## src/rtl/perf_counter_bank.sv

```systemverilog
// Performance counter bank: one cycle counter plus NUM_EVT event counters with halt freeze,
// sticky overflow, wrap/saturate mode and registered readout. Optional snapshot shadows: PERF_SNAPSHOT_EN.
module perf_counter_bank #(
  parameter int NUM_EVT  = 8,
  parameter int CNT_W    = 32,
  parameter int SATURATE = 0,
  parameter int AW       = 4
) (
  input  logic               clk,
  input  logic               rst,
  input  logic               en,
  input  logic               halt,
  input  logic               clr,
  input  logic [NUM_EVT-1:0] evt,
  input  logic [AW-1:0]      rd_addr,
`ifdef PERF_SNAPSHOT_EN
  input  logic               snap,
  output logic               snap_valid,
`endif
  output logic [CNT_W-1:0]   rd_data,
  output logic [NUM_EVT:0]   ovf,
  output logic               halted
);

  typedef enum logic {RUN, FROZEN} state_t;

  localparam logic [CNT_W-1:0] ALL_ONES = '1;

  state_t           state;
  logic             count_now;
  logic [NUM_EVT:0] inc;
  logic [NUM_EVT:0] ovf_nxt;
  logic [CNT_W-1:0] cnt     [NUM_EVT+1];
  logic [CNT_W-1:0] cnt_nxt [NUM_EVT+1];
  logic [CNT_W-1:0] src     [NUM_EVT+1];
  logic [CNT_W-1:0] rd_sel;

  // The halt-entry cycle (RUN) and the halt-exit cycle (FROZEN, halt low) both count.
  assign count_now = en && ((state == RUN) || !halt);

  always_comb begin
    inc[0] = count_now;
    for (int k = 1; k <= NUM_EVT; k++) begin
      inc[k] = count_now & evt[k-1];
    end
  end

  always_comb begin
    ovf_nxt = ovf;
    for (int k = 0; k <= NUM_EVT; k++) begin
      cnt_nxt[k] = cnt[k];
      if (inc[k]) begin
        if (cnt[k] == ALL_ONES) begin
          ovf_nxt[k] = 1'b1;
          cnt_nxt[k] = (SATURATE != 0) ? ALL_ONES : '0;
        end else begin
          cnt_nxt[k] = cnt[k] + CNT_W'(1);
        end
      end
    end
  end

  always_ff @(posedge clk) begin
    if (rst) begin
      state  <= RUN;
      halted <= 1'b0;
    end else if (en) begin
      case (state)
        RUN: begin
          if (halt) begin
            state  <= FROZEN;
            halted <= 1'b1;
          end
        end
        FROZEN: begin
          if (!halt) begin
            state  <= RUN;
            halted <= 1'b0;
          end
        end
        default: begin
          state  <= RUN;
          halted <= 1'b0;
        end
      endcase
    end
  end

  // Clear discards any event arriving in the same cycle.
  always_ff @(posedge clk) begin
    if (rst || clr) begin
      for (int k = 0; k <= NUM_EVT; k++) begin
        cnt[k] <= '0;
      end
      ovf <= '0;
    end else begin
      for (int k = 0; k <= NUM_EVT; k++) begin
        cnt[k] <= cnt_nxt[k];
      end
      ovf <= ovf_nxt;
    end
  end

`ifdef PERF_SNAPSHOT_EN
  logic [CNT_W-1:0] shadow [NUM_EVT+1];

  always_ff @(posedge clk) begin
    if (rst || clr) begin
      for (int k = 0; k <= NUM_EVT; k++) begin
        shadow[k] <= '0;
      end
      snap_valid <= 1'b0;
    end else if (snap) begin
      for (int k = 0; k <= NUM_EVT; k++) begin
        shadow[k] <= cnt[k];
      end
      snap_valid <= 1'b1;
    end
  end

  always_comb begin
    for (int k = 0; k <= NUM_EVT; k++) begin
      src[k] = shadow[k];
    end
  end
`else
  always_comb begin
    for (int k = 0; k <= NUM_EVT; k++) begin
      src[k] = cnt[k];
    end
  end
`endif

  // Addresses beyond the last event counter fall through to zero.
  always_comb begin
    rd_sel = '0;
    for (int k = 0; k <= NUM_EVT; k++) begin
      if (rd_addr == AW'(k)) begin
        rd_sel = src[k];
      end
    end
  end

  always_ff @(posedge clk) begin
    if (rst) begin
      rd_data <= '0;
    end else begin
      rd_data <= rd_sel;
    end
  end

endmodule

```

## config.mk

```make
export PLATFORM = sky130hd
export DESIGN_NAME = perf_counter_bank
export DESIGN_NICKNAME = d
export VERILOG_FILES = /design/src/rtl/perf_counter_bank.sv
export SDC_FILE = /design/constraint.sdc
export NUM_CORES = 1
export LEC_CHECK = 0
export ABC_AREA = 1
export CAP_MARGIN = 5
export CORE_MARGIN = 3
export CORE_UTILIZATION = 60
export CTS_CLUSTER_SIZE = 24
export DETAILED_ROUTE_END_ITERATION = 12
export GPL_TIMING_DRIVEN = 0
export MAX_ROUTING_LAYER = met4
export PLACE_DENSITY = 0.78
export SLEW_MARGIN = 15
export SYNTH_ARGS = -nofsm -noshare
export SYNTH_HDL_FRONTEND = slang
export SYNTH_SLANG_ARGS = --single-unit
```

## constraint.sdc

```tcl
create_clock -name clk -period 4.14 [get_ports clk]
set_input_delay 0.828 -clock clk [delete_from_list [all_inputs] [get_ports clk]]
set_output_delay 0.828 -clock clk [all_outputs]
set_load 0.005 [all_outputs]
```

==> flow_summary.yaml <==
outcome:
  status: "finished, final reports clean"
synth:
  yosysSeqAreaShare_pct: 32.3
  ys_warn_count: 0
  synth_edf_count: 0
  synthCells: 3486
  synth_seq_cells: 331
  synth_area_leader_cell: "dfxtp_1"
  syn_area_um2: 20500
  synth_fp_nets: 3513
  synth_top_area_share_pct: 32.3
  ys.flop_type: "dfxtp_1"
  postSynthAreaPerCell_um2: 5.89
  synth_area_leaders: "dfxtp_1 (32%), nand2_1 (19%), nor2_1 (14%)"
  yosysUniqueCellTypes: 42
  async_flop_share_pct: 0
sta:
  fin_setup_tns_ns: 0
  worst_pin_slew_ns: 1.24
  timing.hold.ws_ns: 0.465
  finalHoldViolCount: 0
  post-route-min-period_ns: 3.44
  slew_violations: 0
  rsz0062_at_grt: "false"
  final.setup_skew_ns: 0.0170
  post-route-period-util_pct: 83.0
  setup_violations: 0
  max_slew_margin_pct: 17.0
  fmax_mhz: 291
  fin_ws_ns: 0.703
clocking:
  cts.sinks: 331
  numCtsBuffers: 38
  cts-root-buf: "clkbuf_16"
  clk_pin_slew_worst_paths_ns: 0.06
  worst_skew_pair.late_latency_ns: 0.55
  cts_hold_buffers: 0
  cts_tree: "yes"
  clk_path_buf_depth: 3
  post_cts_buffers: 0
  cts.repair.resized: 0
  htreeDepth: 2
worst_setup_path:
  cpLargestDelayFamily: "buffers and inverters"
  crit_slowest_cell: "clkbuf_1"
  cp.buffers_inverters: 4
  cp_slowest_stage_delay_ns: 0.99
  crit_type: "input port to flip-flop"
  critPathCaptureType: "flip-flop"
  critPathMaxFanout: 10
  cp.required_ns: 4.51
  cp.arrival_ns: 3.80
  path_common_cell: "clkbuf_1"
  cp_cell_sequence: "clkdlybuf4s50_1 -> nor2_1 -> inv_1 -> clkbuf_1 -> clkbuf_1 -> a21oi_1"
  cp-start-kind: "input port"
place:
  portBuffers: 58
  dp_slack_ns: 0.339
  place.gp.congestion: 1.13
  placed_area_um2: 21700
  dp.cells: 3992
  hpwl_mm: 59.9
power:
  p_leak_nw: 7.37
  power_density_nw_per_um2: 307
  peakVddDrop_v: 0.000296
die:
  io_pins: 59
  dieArea_um2: 36500
  die_y_um: 191
  fp-row-count: 67
  die_x_um: 191
  start_util_pct: 61.1
  fp.coreArea_um2: 33600
drt:
  drt_iter0_drc: 3453
  ant_nets: 0
  vias: 24400
  dr.pass1.iters: 10
  vias_per_cell: 6.01
  wirelength_mm: 77.5
  routedWlPerCell_um: 19.1
  drcViolationCount: 0
global_route:
  grt_usage_pct: 42.7
  grt_pass1_wl_mm: 119
  grt_max_degree: 14
  grt-ovfl-total: 0
  antenna_found_initial: 2
  grt_pass1_vias: 21700
layout:
  fillers: 3153
  multi_input_area_um2: 12500
  regArea_um2: 6630
  finalNetCount: 3611
  area_delta_synth_final_pct: 11.8
  stdcell_count: 4060
  final_cell_mix: "nand2_1 (1057), nor2_1 (763), dfxtp_1 (331)"
  final_area_um2: 22900
  drive_above_1_share_pct: 3.18
  final_common_cell: "nand2_1"
hold_path:
  hold_class: "flip-flop to flip-flop"
job:
  drv_cap: 0
## sequential cells by signal, indices dropped and copies added (netlist names)
signal   count
state        1
rd_data     32
halted       1
cnt        288
ovf          9
## layer usage
layer / global-route usage (%) / wire length (um) / share of wire, %
met1: 58.1 / 31200 / 40
met2: 60.4 / 31500 / 41
met3: 9.28 / 10400 / 13
met4: 20.2 / 4380 / 5.7
met5: - / 0 / 0
## cell families (layout without fill, tap and decap cells)
family	count (synthesis)	in the layout	synth area share [%]
adder cells (fa/ha/maj)	10	10	0.610
other	0	1	0
flip-flops	331	331	32.3
buffers and inverters	375	500	6.96
XOR/XNOR	73	73	3.11
AND/OR/NAND/NOR	2378	2378	48.6
AO/OA/AOI/OAI	319	319	8.46
## Yosys cell counts, types with 2 or more instances
master,n
o22ai_1,9
o21bai_1,12
xor2_1,62
inv_1,277
o21ai_0,85
nand2_1,1057
buf_2,8
nand2_4,4
nor2_4,6
nor3b_1,9
nor4_1,5
clkinv_1,4
nand4_1,103
nand3_1,323
clkbuf_1,73
buf_1,8
nor3_2,4
or2_2,6
o21ai_1,2
xnor2_1,11
nand3b_1,7
nand3_2,7
ha_1,10
a21o_1,18
inv_2,3
nor2_1,763
nor3_1,67
nand2_2,2
nor2_2,12
dfxtp_1,331
a21oi_1,168
a31oi_1,8
o21a_1,7
a211oi_1,7
## per-stage QoR
step | total power [mW] | util (%)
after detailed placement | 3.59 | 64.5
final | 7.05 | 68.3
after CTS | 7.04 | 68.3
after floorplan | 3.45 | -
after global routing | 7.21 | 68.3
after global placement | 3.59 | 64.5
## final timing paths
check / from / endpoint / slack [ns] / depth (start not counted)
setup / recovery: rst / cnt[0][58]$_SDFFE_PP0P_ / 0.70 / 6
hold / removal: ovf[5]$_SDFFE_PP0P_ / ovf[5]$_SDFFE_PP0P_ / 0.47 / 1
setup reg to reg: cnt[0][0]$_SDFFE_PP0P_ / cnt[0][13]$_SDFFE_PP0P_ / 1.54 / 8
hold reg to reg: ovf[5]$_SDFFE_PP0P_ / ovf[5]$_SDFFE_PP0P_ / 0.47 / 1
## layout make-up
type,count,area share (%)
Clock inverter,13,0.851
Multi-Input combinational cell,2780,54.3
Sequential cell,331,28.9
Antenna cell,1,0.0109
Tap cell,448,2.44
Inverter,284,4.65
Timing Repair Buffer,58,2.53
Buffer,91,1.59
Clock buffer,54,4.71
## power breakdown
part / leakage (nW) / total, mW / switching [mW] / internal [mW]
combinational: 4.09 / 0.335 / 0.261 / 0.0738
clock: 0.614 / 3.51 / 1.43 / 2.08
sequential: 2.67 / 3.20 / 0.00912 / 3.20
No activity file was read; power rests on OpenSTA's default activity.
